<file path="config.mk">
export PLATFORM = sky130hd
export DESIGN_NAME = uart_rx
export DESIGN_NICKNAME = d
export VERILOG_FILES = /design/src/rtl/uart_rx.sv
export SDC_FILE = /design/constraint.sdc
export NUM_CORES = 1
export LEC_CHECK = 0
export CAP_MARGIN = 40
export CORE_ASPECT_RATIO = 1.4
export CORE_MARGIN = 3
export CORE_UTILIZATION = 40
export DETAILED_ROUTE_END_ITERATION = 12
export DONT_BUFFER_PORTS = 1
export GPL_TIMING_DRIVEN = 0
export PLACE_DENSITY_LB_ADDON = 0.12
export SYNTH_ARGS = -nofsm -noshare
export SYNTH_HDL_FRONTEND = slang
export SYNTH_SLANG_ARGS = --single-unit
</file>
<file path="constraint.sdc">
create_clock -name clk -period 3.6 [get_ports clk]
set_input_delay 0.72 -clock clk [delete_from_list [all_inputs] [get_ports clk]]
set_output_delay 0.72 -clock clk [all_outputs]
set_load 0.02 [all_outputs]
</file>
<file path="src/rtl/uart_rx.sv">
// uart_rx: 8N1 LSB-first UART receiver with mid-bit sampling, a 2-flop
// input synchronizer and a single-entry valid/ready holding register that
// reports framing errors and overruns as one-cycle status pulses.
module uart_rx #(
    parameter int CLK_FREQ  = 50_000_000,
    parameter int UART_BAUD = 115200
) (
    input  logic       clk,
    input  logic       rst_n,
    input  logic       rx,
    output logic [7:0] rx_data,
    output logic       rx_valid,
    input  logic       rx_ready,
    output logic       frame_err,
    output logic       overrun,
    output logic       busy
);

    localparam int DIV  = CLK_FREQ / UART_BAUD;
    localparam int HALF = DIV / 2;
    localparam int CW   = $clog2(DIV);

    localparam logic [CW-1:0] HALF_M1 = CW'(HALF - 1);
    localparam logic [CW-1:0] DIV_M1  = CW'(DIV - 1);

    typedef enum logic [2:0] {
        IDLE,
        START,
        DATA,
        STOP,
        BRK_WAIT
    } state_t;

    state_t        state, state_n;
    logic [CW-1:0] cnt, cnt_n;
    logic [2:0]    bit_idx, bit_idx_n;
    logic [7:0]    shift, shift_n;
    logic          rx_m, rx_s;
    logic          byte_done;
    logic          ferr_set;

    // Two-flop synchronizer for the asynchronous pad; idles high out of reset.
    always_ff @(posedge clk or negedge rst_n) begin
        if (!rst_n) begin
            rx_m <= 1'b1;
            rx_s <= 1'b1;
        end else begin
            rx_m <= rx;
            rx_s <= rx_m;
        end
    end

    // FSM state, baud counter, bit index and shift register.
    always_ff @(posedge clk or negedge rst_n) begin
        if (!rst_n) begin
            state   <= IDLE;
            cnt     <= '0;
            bit_idx <= '0;
            shift   <= '0;
        end else begin
            state   <= state_n;
            cnt     <= cnt_n;
            bit_idx <= bit_idx_n;
            shift   <= shift_n;
        end
    end

    // Next-state logic; every transition clears the baud counter.
    always_comb begin
        state_n   = state;
        cnt_n     = cnt + CW'(1);
        bit_idx_n = bit_idx;
        shift_n   = shift;
        byte_done = 1'b0;
        ferr_set  = 1'b0;
        case (state)
            IDLE: begin
                cnt_n = '0;
                if (!rx_s) state_n = START;
            end
            START: begin
                if (cnt == HALF_M1) begin
                    cnt_n     = '0;
                    bit_idx_n = '0;
                    state_n   = rx_s ? IDLE : DATA;
                end
            end
            DATA: begin
                if (cnt == DIV_M1) begin
                    cnt_n     = '0;
                    shift_n   = {rx_s, shift[7:1]};
                    bit_idx_n = bit_idx + 3'd1;
                    if (bit_idx == 3'd7) state_n = STOP;
                end
            end
            STOP: begin
                if (cnt == DIV_M1) begin
                    cnt_n = '0;
                    if (rx_s) begin
                        byte_done = 1'b1;
                        state_n   = IDLE;
                    end else begin
                        ferr_set = 1'b1;
                        state_n  = BRK_WAIT;
                    end
                end
            end
            BRK_WAIT: begin
                cnt_n = '0;
                if (rx_s) state_n = IDLE;
            end
            default: begin
                cnt_n   = '0;
                state_n = IDLE;
            end
        endcase
    end

    // Holding register with simultaneous pop/load, plus status pulses.
    always_ff @(posedge clk or negedge rst_n) begin
        if (!rst_n) begin
            rx_data   <= '0;
            rx_valid  <= 1'b0;
            frame_err <= 1'b0;
            overrun   <= 1'b0;
        end else begin
            frame_err <= ferr_set;
            overrun   <= byte_done && rx_valid && !rx_ready;
            if (byte_done && (!rx_valid || rx_ready)) begin
                rx_data  <= shift;
                rx_valid <= 1'b1;
            end else if (rx_valid && rx_ready) begin
                rx_valid <= 1'b0;
            end
        end
    end

    assign busy = (state != IDLE);

endmodule

</file>
* After elaboration in Yosys (flattened, before gate mapping) *
Index checks and enable logic that the tools add are counted.

storage, ports and cells
  flip-flop bits (word level) = 36
  logic and storage cells = 63

operators by class
  $add $sub $neg = 2
  equality and inequality tests = 13
  mux-type cells = 23
  reduce and logical (&&, ||, !) cells = 15

operators by type and width
  cell                                                                    count
  3-bit 2-to-1 mux                                                        9
  9-bit 2-to-1 mux                                                        2
  9-bit case mux with 2 select lines                                      1
  3-bit case mux with 5 select lines                                      1
  2-bit inequality test (second input constant)                           6
  9-bit by 1-bit adder with 9-bit output (second input constant)          1
  9-bit by 8-bit equality test with 1-bit output (second input constant)  1
  9-bit equality test (second input constant)                             1
  1-bit 2-to-1 mux                                                        8
  3-bit by 2-bit equality test with 1-bit output (second input constant)  2
  3-bit equality test (second input constant)                             2
  3-bit case mux with 2 select lines                                      1
  6-bit AND reduction                                                     1
  1-bit logical AND                                                       4
  2-bit nonzero test                                                      2
  3-bit by 1-bit adder with 3-bit output (second input constant)          1
  3-bit by 1-bit equality test with 1-bit output (second input constant)  1
  3-bit logical NOT                                                       1
  3-bit AND reduction                                                     1
  3-bit nonzero test                                                      1
  1-bit logical NOT                                                       2
  2-bit 2-to-1 mux                                                        1
  2-bit AND reduction                                                     1
  2-bit OR reduction                                                      1
  1-bit logical OR                                                        1

* Depth between registers and ports, before layout *
  depth after elaboration = 5
  gate-level depth with buffers = 7

* Least setup slack after synthesis *
No wires, ideal clock.

  path kind = reg-to-output
  from = register state[0]
  to = output port busy
  arrival = 0.959 ns
  data required time = 2.880 ns
  setup slack = 1.921 ns
  stages on the path, launching flop included = 3
  buffers on the path = 1
  path through = dfrtp_1 > buf_4 > or3_1

between the ends
  longest elaborated chain between the ends = 1

RTL lines
  item                    line  text
  start, declared         34    state_t state, state_n;
  start signal, assigned  61    state <= state_n;
  3-bit nonzero test      138   assign busy = (state != IDLE);
  end, declared           16    output logic busy

No other way between the ends.

* Final worst setup path *
Same ends and word-level chain as after synthesis.

==> flow_summary.yaml <==
run_status:
  status: "finished, final reports clean"
synthesis:
  netlist_area_mm2: 0.00160
  synthArstFlopShare_pct: 100
  avgSynthCellArea_um2: 11.6
  synth_cell_type_count: 40
  syn_inst: 138
  synth_fp_nets: 147
  yosysWarningCount: 0
  synth_area_leaders: "dfrtp_1 53%, nand2_1 6.1%, mux2_2 5.6%, ha_1 3.9%, dfstp_2 3.3%"
  synth_edf_count: 0
  ys_seq_area_share_pct: 56.5
  ys_seq_elements: 36
  synth_top_area_share_pct: 53.2
  yosys_most_used_dff: "dfrtp_1"
  synth_area_leader_cell: "dfrtp_1"
clock_network:
  cts-hold-fix-buffers: 0
  clock_sinks: 36
  worstSkewPairLatency_ns: 0.28
  cts_max_level: 2
  cts-buffers-inserted: 5
  path_clk_slew_ns: 0.07
  root_buffer: "clkbuf_8"
  cts.path.max_buffers: 2
  cts_resized: 0
  cts_tree: "built"
  cts_setup_buffers: 0
drt:
  ant_nets: 0
  drc: 0
  vias: 982
  drtPass1Iterations: 4
  vias_per_cell: 5.25
  dr.first_iter.drc_count: 21
  routedWlPerCell_um: 13.8
  drt-total-wl_um: 2580
worst_setup_path:
  worst_setup_path_end_kind: "output pin"
  max_stage_delay_ns: 0.48
  path_class: "reg -> out"
  cpMaxStageDelayCell: "or3_1"
  cp_max_fo: 10
  cp.arrival_ns: 1.29
  crit_chain: "buf_4 > or3_1"
  required_ns: 2.88
  r2r_slack_ns: 1.86
  start_kind: "register"
grt:
  grt_usage_pct: 12.8
  grt_pass1_wl_um: 4550
  grt.busiest_layer: "met2"
  grt_pass1_vias: 1036
  met1_usage_pct: 13.5
  use_met2_pct: 21.4
  grt_max_degree: 37
  use_met3_pct: 4.77
  antenna_found_initial: 0
  grt_overflow: 0
cells_and_area:
  syn_to_final_growth_pct: 9.30
  layout-drive-gt1-share_pct: 22.1
  fin_util_pct: 46.8
  nNetsFinal: 154
  n_antenna_cell: 0
  fillers: 345
timing:
  setup-tns-final_ns: 0
  drv_slew: 0
  post-route-period-util_pct: 55.9
  finalHoldViolations: 0
  min_period_ns: 2.01
  clock.fmax_mhz: 497
  setup_viol: 0
  worstMarginPinSlew_ns: 0.412
  clock_skew_ns: 0.00378
  slew-limit-headroom_pct: 72.5
  rsz0062_at_grt: "no"
power_and_ir_drop:
  clkPwrFrac_pct: 42.1
  p_leak_nw: 0.837
  p_switching_mw: 0.129
  max-vdd-ir-drop_uv: 289
  p_sw_share_pct: 18.3
  p_per_area_mw_per_mm2: 404
  intPower_mw: 0.577
  combinationalPowerShare_pct: 0.1
  seqPwrFrac_pct: 57.7
hold_path:
  min_path_type: "in -> async"
floorplanning:
  io_pins: 16
  start_util_pct: 42.8
  die-area_mm2: 0.00481
  row_count: 26
  dieWidth_um: 59.5
  core_area_mm2: 0.00374
  die_y_um: 80.8
job:
  drv_cap: 0
placement:
  portBuffers: 0
  gp_congestion: 0.805
  dp_hpwl_um: 1850
[registers in the layout, summed over array words and instances (netlist names)]
| name | cells |
|---|---|
| bit_idx | 3 |
| cnt | 9 |
| frame_err | 1 |
| overrun | 1 |
| rx_data | 8 |
| rx_m | 1 |
| rx_s | 1 |
| rx_valid | 1 |
| shift | 8 |
| state | 3 |
[layout by cell type, fill, tap and decap left out, types with 3 or more instances in the layout]
master and instances:
clkbuf_8 7, dfrtp_1 34, ha_1 5, inv_1 3
mux2_2 8, nand2_1 26, nand3_1 4, nor2_1 14
xnor2_1 5
[area by class of cell]
class                      count  area (µm²)  area share [%]
buffer                         2        12.5           0.715
clock buffer                   7        96.3            5.51
inverter                       3        11.3           0.644
multi-input combinational     97         673            38.5
sequential                    36         903            51.6
tap                           42        52.6            3.00
[synthesized netlist by cell type, drive strengths merged (2+ instances only)]
library cell   n
a21oi          3
a22o           2
and2           2
and4b          2
and4bb         2
buf            2
dfrtp         34
dfstp          2
ha             5
inv            3
mux2           9
nand2         27
nand3          5
nand4          2
nor2          15
nor3           2
o21ai          2
xnor2          5
xor2           2
[layer usage]
| metal | vias up | routed length [µm] |
|---|---|---|
| met1 | 480 | 1080 |
| met2 | 15 | 1330 |
| met4 | 0 | 65 |
| li1 | 479 | - |
| met5 | - | 0 |
| met3 | 8 | 93 |
[logic make-up after synthesis]
logic type | Yosys count | synth area share (%)
AND/OR/NAND/NOR | 64 | 22.0
flip-flops | 36 | 56.5
AO/OA/AOI/OAI | 12 | 5.79
multiplexers | 9 | 6.57
XOR/XNOR | 7 | 3.83
buffers and inverters | 5 | 1.49
adder cells (fa/ha/maj) | 5 | 3.91
[power groups by stage]
stage | logic [mW] | registers, mW | clock network, mW
final | 0.00105 | 0.408 | 0.297
after global routing | 0.00109 | 0.407 | 0.324
after CTS | 0.00103 | 0.408 | 0.309
after detailed placement | 0.00103 | 0.415 | 0
after global placement | 0.00107 | 0.415 | 0
after floorplan | 0.000892 | 0.415 | 0
[path summary, 6_finish.rpt]
check | startpoint | endpoint | cells after the start
max in group asynchronous | rst_n | rx_s$_DFF_PN1_ | 0
hold reg to reg | rx_m$_DFF_PN1_ | rx_s$_DFF_PN1_ | 0
setup reg to reg | cnt[1]$_DFF_PN0_ | rx_data[1]$_DFFE_PN0P_ | 6
min in group clk | rx_m$_DFF_PN1_ | rx_s$_DFF_PN1_ | 0
hold / removal | rst_n | rx_data[2]$_DFFE_PN0P_ | 0
setup / recovery | state[0]$_DFFE_PN0P_ | busy | 2
[worst max-delay path: cells and delay by family, from the launching register on]
kind	cells	cell delay (ns)
and+or+nand+nor	1	0.48
buffers and inverters	1	0.17
DFF	1	0.36
[stage by stage]
| stage | total power, mW | instance area (µm²) | hold slack (ns) | std cells | setup slack, ns |
|---|---|---|---|---|---|
| after CTS | 0.718 | 1750 | 0.118 | 187 | 1.57 |
| after global placement | 0.416 | 1650 | 0.346 | 180 | 1.85 |
| after global routing | 0.733 | 1750 | 0.108 | 187 | 1.54 |
| after floorplan | 0.416 | 1600 | 0.345 | 138 | 1.92 |
| final | 0.706 | 1750 | 0.127 | 187 | 1.59 |
| after detailed placement | 0.416 | 1650 | 0.353 | 180 | 1.84 |
No activity file was read; power rests on OpenSTA's default activity.
